===== config.mk =====
export PLATFORM = sky130hd
export DESIGN_NAME = bp_me_lce_req_arb
export DESIGN_NICKNAME = d
export VERILOG_FILES = /design/src/rtl/bp_me_pkg.sv /design/src/rtl/bp_me_rr_pick.sv /design/src/rtl/bp_me_lce_req_arb.sv
export SDC_FILE = /design/constraint.sdc
export NUM_CORES = 1
export LEC_CHECK = 0
export BUFFER_PORTS_ARGS = -buffer_cell sky130_fd_sc_hd__buf_2
export CAP_MARGIN = 25
export CORE_AREA = 3 3 147 149
export DETAILED_ROUTE_END_ITERATION = 10
export DIE_AREA = 0 0 150 152
export GPL_TIMING_DRIVEN = 0
export PLACE_DENSITY = 0.42
export SLEW_MARGIN = 20
export SYNTH_ARGS = -nofsm -noshare
export SYNTH_HDL_FRONTEND = slang
export SYNTH_HIERARCHICAL = 1
export SYNTH_SLANG_ARGS = --single-unit
export TNS_END_PERCENT = 100

===== constraint.sdc =====
create_clock -name clk_i -period 4.2 [get_ports clk_i]
set_input_delay 0.21 -clock clk_i [delete_from_list [all_inputs] [get_ports clk_i]]
set_output_delay 0.21 -clock clk_i [all_outputs]
set_load 0.05 [all_outputs]

===== src/rtl/bp_me_pkg.sv =====
`default_nettype none
// ============================================================================
//  Module   : bp_me_pkg
//  Purpose  : BedRock LCE request header layout, arbiter state encoding and
//             message-shape helpers shared by the LCE request arbiter.
//  Revision : 1.0  initial release
// ============================================================================
package bp_me_pkg;

    typedef enum logic [0:0] {
        e_bp_default_cfg = 1'b0
    } bp_params_e;

    localparam int dword_width_gp = 64;

    typedef enum logic [3:0] {
        e_bedrock_req_rd_miss = 4'd0,
        e_bedrock_req_wr_miss = 4'd1,
        e_bedrock_req_uc_rd   = 4'd2,
        e_bedrock_req_uc_wr   = 4'd3
    } bp_bedrock_req_type_e;

    typedef struct packed {
        logic [7:0]           payload;
        logic [2:0]           size;
        logic [39:0]          addr;
        bp_bedrock_req_type_e msg_type;
    } bp_bedrock_lce_req_msg_header_s;

    localparam int lce_req_msg_header_width_lp = $bits(bp_bedrock_lce_req_msg_header_s);

    typedef enum logic [1:0] {
        e_idle = 2'd0,
        e_hdr  = 2'd1,
        e_data = 2'd2
    } arb_state_e;

    // Only one processor configuration exists today; new ones add a case arm.
    function automatic int cfg_header_width(bp_params_e cfg);
        case (cfg)
            e_bp_default_cfg: return lce_req_msg_header_width_lp;
            default:          return lce_req_msg_header_width_lp;
        endcase
    endfunction

    function automatic logic bp_lce_req_has_data(bp_bedrock_lce_req_msg_header_s hdr);
        return hdr.msg_type == e_bedrock_req_uc_wr;
    endfunction

endpackage
`default_nettype wire


===== src/rtl/bp_me_rr_pick.sv =====
`default_nettype none
// ============================================================================
//  Module   : bp_me_rr_pick
//  Purpose  : Combinational round-robin pick: first valid requester at or
//             after the pointer, reported as one-hot and as an index.
//  Revision : 1.0  initial release
// ============================================================================
module bp_me_rr_pick #(
    parameter  int num_req_p     = 2,
    localparam int lg_num_req_lp = (num_req_p > 1) ? $clog2(num_req_p) : 1
) (
    input  logic [num_req_p-1:0]     valid,
    input  logic [lg_num_req_lp-1:0] ptr,
    output logic [num_req_p-1:0]     one_hot,
    output logic [lg_num_req_lp-1:0] index,
    output logic                     found
);

    logic [lg_num_req_lp-1:0] cand;

    // Walk from the farthest offset down so the nearest valid one wins last.
    always_comb begin
        one_hot = '0;
        index   = '0;
        found   = 1'b0;
        cand    = '0;
        for (int off = num_req_p - 1; off >= 0; off--) begin
            cand = lg_num_req_lp'((int'(ptr) + off) % num_req_p);
            if (valid[cand]) begin
                one_hot       = '0;
                one_hot[cand] = 1'b1;
                index         = cand;
                found         = 1'b1;
            end
        end
    end

endmodule
`default_nettype wire


===== src/rtl/bp_me_lce_req_arb.sv =====
`default_nettype none
// ============================================================================
//  Module   : bp_me_lce_req_arb
//  Purpose  : Round-robin share of one LCE request link among several burst
//             LCE request sources; grant is held for a whole message.
//  Revision : 1.0  initial release
// ============================================================================
module bp_me_lce_req_arb
    import bp_me_pkg::*;
#(
    parameter  bp_params_e bp_params_p = e_bp_default_cfg,
    parameter  int         num_req_p   = 2,
    localparam int         hdr_w       = cfg_header_width(bp_params_p),
    localparam int         data_w      = dword_width_gp
) (
    input  logic                        clk_i,
    input  logic                        reset_n_i,

    input  logic [num_req_p*hdr_w-1:0]  req_header_i,
    input  logic [num_req_p-1:0]        req_header_v_i,
    output logic [num_req_p-1:0]        req_header_ready_and_o,
    input  logic [num_req_p*data_w-1:0] req_data_i,
    input  logic [num_req_p-1:0]        req_data_v_i,
    output logic [num_req_p-1:0]        req_data_ready_and_o,
    input  logic [num_req_p-1:0]        req_last_i,

    output logic [hdr_w-1:0]            lce_req_header_o,
    output logic                        lce_req_header_v_o,
    input  logic                        lce_req_header_ready_and_i,
    output logic [data_w-1:0]           lce_req_data_o,
    output logic                        lce_req_data_v_o,
    input  logic                        lce_req_data_ready_and_i,
    output logic                        lce_req_last_o,

    output logic [num_req_p-1:0]        grant_o
);

    localparam int lg_num_req_lp = (num_req_p > 1) ? $clog2(num_req_p) : 1;

    arb_state_e               state;
    logic [lg_num_req_lp-1:0] grant_r;
    logic [lg_num_req_lp-1:0] rr_ptr;

    logic [num_req_p-1:0]     pick_one_hot;
    logic [lg_num_req_lp-1:0] pick_idx;
    logic                     pick_found;

    logic [lg_num_req_lp-1:0] owner;
    logic [num_req_p-1:0]     owner_one_hot;
    logic                     active;
    logic                     hdr_phase;
    logic                     data_phase;
    logic                     owner_has_data;
    logic                     header_hs;
    logic                     data_hs;
    logic                     msg_done;
    logic [lg_num_req_lp-1:0] next_ptr;

    bp_bedrock_lce_req_msg_header_s owner_hdr;

    bp_me_rr_pick #(
        .num_req_p (num_req_p)
    ) rr_pick (
        .valid   (req_header_v_i),
        .ptr     (rr_ptr),
        .one_hot (pick_one_hot),
        .index   (pick_idx),
        .found   (pick_found)
    );

    // Reset gates every output combinationally so an abandoned message
    // disappears in the same cycle reset is asserted.
    always_comb begin
        owner         = grant_r;
        owner_one_hot = '0;
        active        = 1'b0;
        if (reset_n_i) begin
            if (state == e_idle) begin
                owner         = pick_idx;
                owner_one_hot = pick_one_hot;
                active        = pick_found;
            end else begin
                owner_one_hot[grant_r] = 1'b1;
                active                 = 1'b1;
            end
        end
    end

    assign owner_hdr      = bp_bedrock_lce_req_msg_header_s'(req_header_i[owner*hdr_w +: hdr_w]);
    assign owner_has_data = bp_lce_req_has_data(owner_hdr);

    assign hdr_phase  = active & (state != e_data);
    assign header_hs  = lce_req_header_v_o & lce_req_header_ready_and_i;
    // A data beat may only ride along with, or follow, its own header.
    assign data_phase = (active & (state == e_data)) | (header_hs & owner_has_data);
    assign data_hs    = lce_req_data_v_o & lce_req_data_ready_and_i;
    assign msg_done   = (header_hs & ~owner_has_data) | (data_hs & req_last_i[owner]);
    assign next_ptr   = (owner == lg_num_req_lp'(num_req_p - 1)) ? '0 : owner + 1'b1;

    assign lce_req_header_o   = req_header_i[owner*hdr_w +: hdr_w];
    assign lce_req_header_v_o = hdr_phase & req_header_v_i[owner];
    assign lce_req_data_o     = req_data_i[owner*data_w +: data_w];
    assign lce_req_data_v_o   = data_phase & req_data_v_i[owner];
    assign lce_req_last_o     = lce_req_data_v_o & req_last_i[owner];
    assign grant_o            = owner_one_hot;

    assign req_header_ready_and_o = hdr_phase
                                  ? (owner_one_hot & {num_req_p{lce_req_header_ready_and_i}})
                                  : '0;
    assign req_data_ready_and_o   = data_phase
                                  ? (owner_one_hot & {num_req_p{lce_req_data_ready_and_i}})
                                  : '0;

    always_ff @(posedge clk_i or negedge reset_n_i) begin
        if (!reset_n_i) begin
            state   <= e_idle;
            grant_r <= '0;
            rr_ptr  <= '0;
        end else if (msg_done) begin
            state  <= e_idle;
            rr_ptr <= next_ptr;
        end else if (header_hs) begin
            state   <= e_data;
            grant_r <= owner;
        end else if ((state == e_idle) && active) begin
            state   <= e_hdr;
            grant_r <= owner;
        end
    end

    held_header_valid: assert property (@(posedge clk_i) disable iff (!reset_n_i)
        (state == e_hdr) |-> req_header_v_i[grant_r]);

endmodule
`default_nettype wire

* After elaboration in Yosys (flattened, before gate mapping)
Cells that the tools add are included.
Word-level totals: bits in registers 4, input port bits 248, output and inout bits 128, logic and storage cells 78
Operators by class: $add $sub $neg 2, multipliers 1, order comparisons 7, equal/unequal tests 3, shift-type cells 2, multiplexer cells 36, bitwise operators 16, reductions and logical operators 8
Operators by type and width (count):
- $shiftx A128 B8 Y64 | 1
- $shiftx A110 B8 Y55 | 1
- $mux W1 | 24
- $mux W2 | 9
- $and A1 B1 Y1 | 10
- $lt A1 B2 Y1 const B | 4
- $mul A1 B6 Y7 const B | 1
- $and A2 B2 Y2 | 2
- $eq A4 B2 Y1 const B | 1
- $logic_and A1 B1 Y1 | 4
- $demux W1 S1 | 3
- $ge A1 B1 Y1 const B | 3
- $reduce_bool A3 Y1 | 1
- $add A1 B1 Y1 const B | 2
- $eq A2 B2 Y1 const B | 1
- $logic_not A2 Y1 | 1
- $ne A2 B2 Y1 const B | 1
- $not A1 Y1 | 2
- $or A1 B1 Y1 | 2
- $reduce_and A2 Y1 | 1
- $reduce_bool A2 Y1 | 1

* Depth between registers and ports, before layout
Gate-level depths: netlist of the first run.
depth after elaboration 19, depth in mapped cells 9, gate-level depth less buffers 6

* Cells and area by module
Netlist of the first run, hierarchy kept.
By module, submodules not included:
- bp_me_lce_req_arb | times used 1, cells an instance 198, area an instance 1930.6 um2, sequential area each 100.1 um2
- bp_me_rr_pick | times used 1, cells an instance 5, area an instance 32.5 um2, sequential area each 0.0 um2

* Least setup slack after synthesis of the first run
No wires, ideal clock.
kind flip-flop to output port, start register state[1], end output req_data_ready_and_o[0], arrival 2.714 ns, required time 3.990 ns, slack 1.276 ns, cell stages (with the launch flop) 7, buffers on the path 1, cell sequence dfrtp_1 nor3b_4 mux2i_1 buf_6 mux2i_1 a21oi_1 nor3b_1
Between the ends: longest elaborated chain between the ends 10, elaborated cells on any way between the ends 22, classes of those cells mul: 1; eq/ne: 3; shift: 1; mux: 9; bitwise: 7; reduce/logical: 1
RTL lines:
- start: declaration | RTL line bp_me_lce_req_arb.sv:40 | arb_state_e state;
- start signal: assignment | RTL line bp_me_lce_req_arb.sv:116 | state <= e_idle;
- start signal: assignment | RTL line bp_me_lce_req_arb.sv:120 | state <= e_idle;
- start signal: assignment | RTL line bp_me_lce_req_arb.sv:123 | state <= e_data;
- parallel branches: the longest is 9 deep, another holds $mul A1 B6 Y7
- $mux W2 * | RTL line bp_me_lce_req_arb.sv:111 | ? (owner_one_hot & {num_req_p{lce_req_data_ready_and_i}})
- end: declaration | RTL line bp_me_lce_req_arb.sv:24 | output logic [num_req_p-1:0] req_data_ready_and_o,
Mark *: on every way between the ends. The select of a mux whose other input is x is not followed.

* Final worst setup path of the first run
start input reset_n_i, end output req_data_ready_and_o[1]
Between the ends: longest elaborated chain between the ends 8, elaborated cells on any way between the ends 16, classes of those cells mul: 1; eq/ne: 1; shift: 1; mux: 6; bitwise: 7
RTL lines:
- start: declaration | RTL line bp_me_lce_req_arb.sv:17 | input logic reset_n_i,
- parallel branches: the longest is 7 deep, another holds $mul A1 B6 Y7
- $mux W2 * | RTL line bp_me_lce_req_arb.sv:111
Marked as above.

==> summary.md, run 1 <==
The run finished with clean final reports. mux2_2 takes more of the synthesized area than any other cell. For the number of filler cells placed in the layout, the log shows 2276. The count of TritonRoute iterations in the first routing pass is 4.

The worst clock skew came out at 1.633 ps. For the number of endpoints with negative hold slack in the final report, the log shows 0. The tools report the final routed DRC violation total as 0.

The fraction of final layout cells sized beyond drive strength 1 is 88.83%. The total power density per cell area is 710.5 nW/um^2. Cells fill 21.00% of the core in the end. The clock net in this run drives a total of 4 sinks.

Setup repair after global routing left no endpoint under its margin. On the final layout, the worst hold slack is 402.9 ps. The number of setup buffers added after CTS is 0. For the wire length of the first global-routing pass, the log shows 17390 um. Registers take 100.1 sq um. The tools report the clock latency on the worst-skew pair as 220 ps. In this run the worst hold path is classified as in2async.

The deepest level of the CTS H-tree was 1. For the total via count in the routed design, the log shows 3094. Clock tree synthesis selected as its root buffer the cell clkbuf_16.

The remaining number of nets flagged by the antenna check after routing is 0. The tools report the starting utilization of the core area as 9.671%. The number of enable flip-flop cells after synthesis is 0.

The most used flip-flop cell after synthesis is dfrtp_1. During I/O placement, the number of pins put on the boundary was 376. With fillers left out, the area of the finished cells amounts to 4263 sq um. The signal on the critical path passes through dlygate4sd3_1 -> buf_2 -> nor3b_4 -> mux2i_1 -> buf_6 -> mux2i_1 -> a21oi_1 -> nor3b_1 -> buf_2. By area the synthesized netlist is led by mux2_2, dfrtp_1, buf_2. Setup violations remaining at the end of the flow were counted as 0.

At the worst endpoint, the required time is 3990 ps. The worst pin sits at a relative slew slack of 48.16%. The kind of cell adding the most delay to the critical path was buffers and inverters. Synthesis instantiated 33 different standard cells from the library.

Compared with the post-synthesis result, the final layout area differs by 117.1%. For this run, the slowest stage of the critical path takes 530 ps. The clock transition time at the flip-flop clock pins of the worst setup and hold paths was 30 ps; the area of the multi-input gates was 1758 sq um. Sorting the synthesized cells by how often they occur yields mux2_2, buf_2, nor2_1.

The repair_antennas step left the layout with diodes totalling 0. The via count of the first global-routing pass is 3119. The half-perimeter wire length after placement was 11370 um. The total CTS buffers was 3. The final routed wire length divided by cell count came out at 14.55 um. For this run, the number of standard cells in the final layout without fillers is 852. During synthesis, Yosys emitted a total of 6 warnings.

The final total negative setup slack was 0 ps; the number of antenna violations at the first check in global routing was 1. In the routed layout, each cell is associated on average with a via count of 3.631. The critical path start-end classification was in2out. Sequential cells were found to cover 5.099% of the synthesized design area. TritonCTS built the clock tree. Total routed wirelength: 12400 um. Placer congestion estimate: 0.8070.

Global routing used 9.743% of the available tracks across all layers. Along the worst path, the maximum fanout reaches 12. Across all setup checks in the final design, the least slack found is 931.0 ps. The global-route congestion overflow total was 0. The cell area that synthesis handed to floorplanning was 1963 sq um.

For the pin with the worst max-slew slack, the measured transition is 765.5 ps. When the netlist entered floorplanning its net count stood at 451. The die is 150 um wide. The area of the die came out at 22800 sq um. The worst setup path is launched from a primary input.

Overall power consumption after layout is estimated at 3.029 mW. The floorplan step set the die height to 152 um. The top cell type by area accounts for 69.41% of the synthesized area. After synthesis the netlist holds a flip-flop and latch count of 4. The smallest clock period supported by the final layout is computed as 3269 ps.

The count of pins over their slew limit is 0. The first element of the critical path was reset_n_i. The placed instances occupy a cell area of 4178 sq um. Among all cell types in the netlist, the one instantiated most often is mux2_2.

Of all flip-flops after synthesis, the portion carrying an async set or reset was 100.0%. For the number of buffers between clock root and the deepest sink, the log shows 2. The first routing iteration left 149 violations.

Counting tap cells, the placed design contains a total of 848 instances. At the worst endpoint, the arrival time is 3060 ps. The run gives 0 as the max-capacitance violation count. Beginning of the worst register-to-register path: state[1]$_DFFE_PN0P_. Prior to clock tree synthesis, the placed netlist has a worst setup slack of 1282 ps.

A synthesized cell averages 9.671 sq um. The floorplan has 52 rows. For this run, the top clock speed supported by timing is 305.9 MHz. The logs give 13 for the pin count of the biggest net entering global routing and 20300 sq um for the floorplan core area.

The worst-case IR drop observed on VDD is 0.1967 mV. The standby leakage power is 2.274 nW, and the number of buffer and inverter instances along the worst setup path is 4. The final net count was 832; the number of standard cells after synthesis was 203. Of the available clock period, the critical path in the final layout requires 77.83%.

For this design, the slowest cell found on the critical path is dlygate4sd3_1. The count of buffers added on input and output ports is 375. Critical path capture point type: a primary output.
## cells in the final DEF (no fill, tap or decap), types with 3 or more instances in the layout
master and count:
nor3b_1 3, buf_2 387, nand2_1 5, o211ai_1 3, a21oi_1 3, inv_1 3
dfrtp_1 4, nor2_1 12, mux2_2 121, mux2i_1 5, nand3_1 4, clkbuf_16 3
## layer usage
layer / vias to the layer above / global-route usage, % / wire (um) / share of wire [%]
met1: 1374 / 10.76 / 4692 / 38
met3: 12 / 1.936 / 1080 / 8.7
li1: 1525 / - / - / -
met4: 2 / 2.266 / 145 / 1.2
met2: 181 / 18.80 / 6463 / 52
met5: - / 0 / 13 / 0.10
## kinds of logic after synthesis
logic type | Yosys count | share of synthesized area, %
DFF | 4 | 5.099
and+or+nand+nor | 35 | 9.624
buffers and inverters | 19 | 5.354
muxes | 128 | 73.68
AOI/OAI and AO/OA | 17 | 6.246
## state kept, by name, summed over array words and instances, names as in the netlist
name,flops
state,2
grant_r,1
rr_ptr,1
## layout make-up
class                           instances  area share [%]
Multi-Input combinational cell        180           41.24
Sequential cell                         4           2.348
Buffer                                 16           2.201
Inverter                                3          0.2642
Timing Repair Buffer                  376           44.26
Clock buffer                            3           1.761
Tap cell                              270           7.925
## power breakdown
part / internal [mW] / switching, mW
Clock: 0.121 / 0.0253
Combinational: 0.870 / 1.94
Sequential: 0.0523 / 0.0177
Total: 1.04 / 1.98
## worst paths after layout
check,end,slack [ps],cells past startpoint
max in group asynchronous,state[0]$_DFFE_PN0P_,3610,2
hold / removal,state[1]$_DFFE_PN0P_,400,2
setup / recovery,req_data_ready_and_o[1],930,9
setup reg to reg,rr_ptr$_DFFE_PN0P_,1920,6
hold reg to reg,rr_ptr$_DFFE_PN0P_,550,1
min in group clk_i,grant_r$_DFFE_PN0P_,530,5
## repair_timing
action	in CTS	in global routing
hold buffers	1	0
resized for setup	0	0
endpoints found under the hold margin	4	0
(Power assumes the default switching activity.)
==> inputs of run 2 (changes only) <==
ABC_AREA = 1   (was not set)
CORE_AREA = 3 3 146 148   (was 3 3 147 149)
DIE_AREA = 0 0 149 151   (was 0 0 150 152)
PLACE_DENSITY = 0.43   (was 0.42)
clock period = 3.1 ns   (was 4.2 ns; I/O delays follow)
==> run 2 against run 1 <==
  * Cell area is 0.65% higher
  * Sequential power up 61%
  * Synthesized cell count grew 130%
  * Sequential share of layout area about the same
  * Sequential cell count stayed put
  * Critical path type unchanged
==> summary.md, run 2 <==
Leaving out fill and tap cells, the most frequent cells in the layout are buf_2, nand2_1, inv_1. Minimum clock period: 2778 ps. Counting cells, the worst reg-to-reg path comes to 9.

The register with the most flip-flops is state. The area share of the largest cell type after synthesis is 71.09%. The congestion estimate from routability-driven global placement came to 0.8380. The total I/O pin count came out at 376. The starting utilization of the core area came out at 9.870%. The worst register-to-register path ends at grant_r$_DFFE_PN0P_. The tools report the deepest level of the CTS H-tree as 1.

The logic depth of the worst setup path including buffers is 10, and the achievable frequency is 360.0 MHz. The repair_antennas step left the layout with diodes totalling 0. Cells with a size suffix above 1 make up 46.43% of the layout. The first routing iteration left 154 violations. The flip-flop count of the largest register after layout is 2. Walking the worst path, the cells encountered are dlygate4sd3_1 -> buf_2 -> nand3_1 -> nand2_1 -> buf_2 -> buf_2 -> buf_2 -> nand2_1 -> nand2_1 -> buf_2. The floorplan core area came out at 20170 sq um. The run gives 22500 sq um as the area of the die. At the later pin of the worst-skew pair, clock insertion delay measures 220 ps.

Critical path start-end classification: in2out. The first element of the critical path is reset_n_i. IR analysis of the VDD net gives a maximum drop of 0.4222 mV. In this design, the stage delay of the slowest critical-path cell is 520 ps.

Per report_power, the sequential group accounts for 2.2% of the total. For this run, the leading register cell type out of synthesis is dfrtp_1. By area the synthesized netlist is led by nand2_1, dfrtp_1, inv_1. The clock passes through at most 2 buffers. TritonCTS built the clock tree.

For the total CTS buffers, the log shows 3. Via count of the first global-routing pass: 3700. After detailed routing, the average wire length per cell comes to 12.30 um. The worst setup path is captured at a primary output. The clock power share was 3.8%; the number of endpoints failing setup at the final stage was 0. On the critical path the largest part of the delay comes from buffers and inverters.

Post-synthesis cell type with the largest combined area: nand2_1. The number of nets produced by synthesis was 724; the total routed wirelength was 13840 um. The critical path contains buffers and inverters numbering 6 combined. The clock transition time at the flip-flop clock pins of the worst setup and hold paths is 30 ps. A synthesized cell averages 4.182 sq um.

Area overhead of the layout relative to synthesis: 115.5%. The worst register-to-register path begins at state[1]$_DFFE_PN0P_. Setup repair after global routing left no endpoint under its margin. The logs give 4024 for the total via count in the routed design and 0 for the count of pins over their slew limit. The detail route stage leaves a number of antenna-violating nets equal to 0. Measured along the y axis, the die boundary spans 151 um. Yosys mapped a number of flops with a built-in enable equal to 0. The count of input and output buffers works out to 375. In this design, the critical path's most frequently occurring cell is buf_2. For this design, the sink count on the clock tree is 4. The setup slack of the most critical reg-to-reg path came out at 1130 ps. The tools report the register area share after synthesis as 5.028%. In this run the post-CTS setup repair buffer count came out at 0. The most instantiated library cell after synthesis was nand2_1.

The number of gates resized after CTS was 0; the number of vias per cell was 3.577. The wire length of the first global-routing pass came out at 19380 um. In the synthesized netlist the async set-or-reset flop fraction comes to 100.0%.

The half-perimeter wire length after placement is 12190 um, and the final routed DRC violation total is 0. The global-route total usage across every layer is 10.73%, and the headroom to the max-slew limit is 62.35%. The total power density per cell area came out at 1219 nW/um^2. The cell-internal power is 1.251 mW. Cell with the biggest individual delay on the critical path: dlygate4sd3_1.

Max-cap violations in this run came to 0. Per report_power, the combinational group accounts for 94.0% of the total. Once placement completed, the tool counted placed cells totaling 1121. Arrival time of data at the critical path endpoint: 2620 ps. Summed over all layers, the global routing overflow is 0. The class of the most critical hold timing path is in2reg. Yosys printed 6 warnings. The run gives 0 as the number of antenna violations at the first check in global routing. The tools report the number of standard cells after synthesis as 476.

The maximum fanout encountered on the critical timing path is 10, and the count of TritonRoute iterations in the first routing pass is 4. The worst setup path is launched from a primary input. The number of endpoints with negative hold slack in the final report is 0, and the final net count is 1105.

After synthesis, the most frequently instantiated cells are nand2_1, inv_1, clkbuf_1. After routing, the total negative slack on setup checks comes to 0 ps. The largest registers in the layout are state (2), grant_r (1), rr_ptr (1). The mapped netlist covers 1991 sq um. Summed over all nets, the switching power comes to 3.980 mW. The flow ran to the end, and the final reports show no timing, DRC or antenna violations. In the finished design, the share of the clock period the worst path needs comes to 89.60%. The die is 149 um wide.

The standby leakage power is 2.965 nW, and the pin slew with the least headroom to its limit is 564.7 ps. The post-synthesis register bit count is 4. The cell sitting at the root of the clock tree is a clkbuf_16.

The endpoint of the worst setup timing path is lce_req_header_o[44]. Net switching is 76.09% of the power. The final non-filler cell total is 1125.

The logs give 52 for the number of rows in the core area and 11 for the pin count of the biggest net entering global routing. The netlist uses 22 different library cells. On the final layout, the worst clock skew is 1.857 ps.

The library cell used most frequently in the layout, excluding fill and tap cells, is buf_2. Data on the critical path is required at its endpoint by 2940 ps.
[run 2: cell count changes after synthesis, sizes merged, moves of 3 or more]
| cell | previous run | this run |
|---|---|---|
| mux2i | 6 | 0 |
| nor3b | 4 | 0 |
| inv | 3 | 25 |
| buf | 15 | 11 |
| o211ai | 3 | 0 |
| nand2 | 5 | 382 |
| nor2 | 12 | 15 |
| clkbuf | 1 | 16 |
| mux2 | 122 | 0 |
| nand3 | 4 | 13 |
[run 2: how the worst min path moves through the flow]
stage	start	endpoint	slack, ps	cells past startpoint
2_1_floorplan	reset_n_i	grant_r$_DFFE_PN0P_	-140	0
3_3_place_gp	reset_n_i	grant_r$_DFFE_PN0P_	20	1
3_5_place_dp	reset_n_i	grant_r$_DFFE_PN0P_	20	1
4_1_cts	lce_req_data_ready_and_i	rr_ptr$_DFFE_PN0P_	310	4
5_1_grt	lce_req_data_ready_and_i	rr_ptr$_DFFE_PN0P_	340	4
6_report	lce_req_data_ready_and_i	rr_ptr$_DFFE_PN0P_	310	4
[run 2: worst reg2reg max path: stages, from the launching register on]
cell	delay, ps
dfrtp_1	440
nor2_4	230
nand3_1	190
nand2_1	120
buf_2	320
nand2_1	90
nand2_1	180
nand4_4	150
nand4_1	100
nand2_1	50
[run 2: power by group through the flow]
stage | Clock, mW | Sequential (mW) | Combinational (mW)
finish | 0.201 | 0.113 | 4.92
global route | 0.206 | 0.119 | 5.26
CTS | 0.202 | 0.114 | 4.98
detailed placement | 0 | 0.114 | 4.97
global placement | 0 | 0.115 | 4.98
floorplan | 0 | 0.105 | 3.67
[run 2: repair_timing]
action,CTS,global route
endpoints found under the hold margin,4,0
hold buffers,1,0
endpoints found under the setup margin,0,0
[run 2: routing by layer]
metal  wire length, um  vias to the layer above  GRT usage, %  part of all wire [%]
met5                 0                        -             0                     0
met4                73                        0        0.9153                  0.53
met3               952                        6         1.706                   6.9
met2              7280                      181         20.41                    53
met1              5530                     1672         13.19                    40
li1                  -                     2165             -                     -
[run 2: stage by stage]
stage | instance area (sq um) | worst slack (ps) | hold WS [ps] | util [%] | power [mW]
final | 4290 | 322.5 | 311.8 | 21.27 | 5.230
after global routing | 4290 | 83.98 | 336.2 | 21.27 | 5.589
after CTS | 4290 | 238.8 | 311.5 | 21.27 | 5.296
after detailed placement | 4205 | 516.0 | 22.41 | 20.85 | 5.083
after global placement | 4205 | 530.2 | 21.17 | 20.85 | 5.097
after floorplan | 1991 | 257.7 | -140.6 | - | 3.772
[run 2: logic make-up after synthesis]
logic type	after synthesis	share of synthesized area [%]
buffers and inverters	52	10.94
AOI/OAI and AO/OA	4	1.572
and+or+nand+nor	416	82.46
DFF	4	5.028
[run 2: cell type report]
| type | count | area, sq um |
|---|---|---|
| repair buffers | 376 | 1887 |
| plain buffers | 27 | 123.9 |
| inverters | 25 | 93.84 |
| fillers | 2429 | 15880 |
| multi-input cells | 420 | 1673 |
| flip-flops and latches | 4 | 100.1 |
| well taps | 270 | 337.8 |
| clock buffers | 3 | 75.07 |
==> inputs of run 3 (changes only) <==
REMOVE_ABC_BUFFERS = 1   (was not set)
==> run 3 against run 2 <==
  * Clock-buffer cell count stayed put
  * Setup slack worse by 53 ps
  * Power shrank 1.2%
  * First-iteration DRC count decreased by 13%
  * Cell area fell by 0.85%
  * Hold slack improved by 10 ps
  * Non-clock buffer count down 26
  * Critical path depth increased by 4
  * Core utilization shrank 0.18 points
  * Die area stayed put
  * Clock skew about the same
  * Sequential share of layout area is essentially flat
  * Critical path type unchanged
  * Largest cell class unchanged
  * Highest routed layer unchanged
==> summary.md, run 3 (synthesis results as in run 2) <==
The run finished with clean final reports. Summing all placed instances gives a cell area of 4130 sq um. In the final layout, the registers with the most flip-flops are state (2), grant_r (1), rr_ptr (1). Final hold analysis gives a worst-case slack of 322.2 ps. The cell sitting at the root of the clock tree is a clkbuf_16.

Prior to clock tree synthesis, the placed netlist has a worst setup slack of 327.5 ps. The fraction of the cycle the final worst path needs was 91.30%; the count of TritonRoute iterations in the first routing pass was 4. Measured against its own limit, the worst slew margin works out to 50.94%. The final routed wire length divided by cell count was 12.71 um. The area of the die is 22500 sq um, and the number of rows in the core area is 52. Counting cells, the worst reg-to-reg path comes to 14. The total power density per cell area is 1215 nW/um^2, and the area overhead of the layout relative to synthesis is 113.7%. Along the worst hold path, the cell count comes to 4.

The clock transition time at the flip-flop clock pins of the worst setup and hold paths was 30 ps. The detailed router finished its first iteration with 134 violations. The tools report the via count of the first global-routing pass as 3562.

At the later pin of the worst-skew pair, clock insertion delay measures 220 ps. Global routing used 10.06% of the available tracks. In the post-route analysis, the smallest setup slack over all paths is 269.6 ps. The logs give 0.7613 for the placer congestion estimate and 121 for the pin count of the biggest net entering global routing. In this run the worst path has a maximum fanout of 67.

The total routed wirelength was 14000 um; the flip-flop count of the largest register after layout was 2. During placement, the flow inserted port buffers numbering 375. Register area: 100.1 sq um. In the routed layout, each cell is associated on average with a via count of 3.600. Fill cells in the final layout number 2431.

The achievable frequency is 353.3 MHz. The class of the most critical hold timing path was in2reg. After detailed routing, the number of remaining DRC violations is 0. The final layout contains 1081 nets. For the worst setup path, the data arrival time is 2680 ps. The logs give 0 for the number of endpoints with negative hold slack in the final report and 5.167 mW for the overall power of the completed layout.

The worst setup path is launched from a primary input. TritonCTS created 3 clock buffers. In the layout the commonest cells are nand2_1, buf_2, inv_1. The analysis attributes to cell leakage a power of 2.926 nW. Counting flops per register, the top entry is state.

The fraction of final layout cells sized beyond drive strength 1 is 47.41%, and the worst clock skew is 1.511 ps. The wire length of the first global-routing pass was 18500 um. The count of pins over their slew limit was 0. The post-CTS setup buffer count is 0, and the total via count in the routed design is 3964.

The final total negative setup slack is 0 ps, and the number of endpoints failing setup at the final stage is 0. The largest voltage drop on the vdd net was 0.5033 mV. The tools report the critical path capture point type as a primary output.

TritonCTS built the clock tree. 0 antenna diodes ended up in the layout. The logs give 2940 ps for the required time of the critical path and 9.870% for the starting utilization of the core area.

The deepest level of the CTS H-tree was 1; the die extent in x was 149 um. During I/O placement, the number of pins put on the boundary was 376. The finished layout cell area was 4254 sq um; the number of buffers between clock root and the deepest sink was 2. The tools report the remaining number of nets flagged by the antenna check after routing as 0. The region available for standard cell placement spans 20170 sq um. The area of the multi-input gates is 1733 sq um, and the global-route congestion overflow total is 0. Summed over all nets, the half-perimeter wirelength after detailed placement is 10920 um. The pin slew with the least headroom to its limit came out at 735.9 ps. The max-capacitance violation count was 0; the minimum clock period was 2830 ps. The critical path is of the in2out type.

From bottom edge to top edge, the die measures 151 um. Setup repair after global routing left no endpoint under its margin. The number of antenna violations at the first check in global routing is 0. Counting every sink on the clock net gives 4.
-- run 3: power breakdown --
part | internal [mW] | switching (mW) | total [mW] | leakage [nW]
clock | 0.165 | 0.0336 | 0.198 | 0.0370
sequential | 0.0780 | 0.0345 | 0.112 | 0.0485
combinational | 0.978 | 3.88 | 4.86 | 2.84
total | 1.22 | 3.95 | 5.17 | 2.93
-- run 3: area by class of cell --
type | count | share of cell area [%]
Inverter | 25 | 2.206
Sequential cell | 4 | 2.353
Clock buffer | 3 | 1.765
Multi-Input combinational cell | 422 | 40.74
Tap cell | 270 | 7.941
Timing Repair Buffer | 377 | 45.00
-- run 3: final timing paths --
check | startpoint | to | slack [ps]
min in group asynchronous | reset_n_i | state[0]$_DFFE_PN0P_ | 350
setup reg to reg | state[1]$_DFFE_PN0P_ | rr_ptr$_DFFE_PN0P_ | 740
setup / recovery | reset_n_i | lce_req_last_o | 270
max in group asynchronous | reset_n_i | grant_r$_DFFE_PN0P_ | 2540
hold reg to reg | grant_r$_DFFE_PN0P_ | grant_r$_DFFE_PN0P_ | 520
hold / removal | lce_req_data_ready_and_i | rr_ptr$_DFFE_PN0P_ | 320
-- run 3: repair_timing --
| action | CTS | global route |
|---|---|---|
| hold buffers | 1 | 0 |
| hold endpoints to repair | 4 | 0 |
| setup endpoints to repair | 0 | 4 |
| gates resized for setup | 0 | 3 |
-- run 3: critical path, stage by stage --
cell,delay (ps)
dlygate4sd3_1,530
buf_2,260
nand2_4,100
nand2_2,240
nand2_8,190
buf_16,260
nand2_1,90
nand2_1,60
nor2_1,130
nand3_1,110
nand2_2,110
nand2_1,80
nor2_1,90
buf_2,270
-- run 3: stage by stage --
step | cells | utilization, %
final | 1101 | 21.09
after CTS | 1099 | 20.90
after global routing | 1101 | 21.09
after detailed placement | 1095 | 20.48
after floorplan | 449 | -
after global placement | 1094 | 20.24
-- run 3: routing by layer --
layer	track usage, %	routed length [um]
met5	0	0
met1	12.45	5687
met3	2.304	1013
met2	18.44	7266
met4	0.9611	32
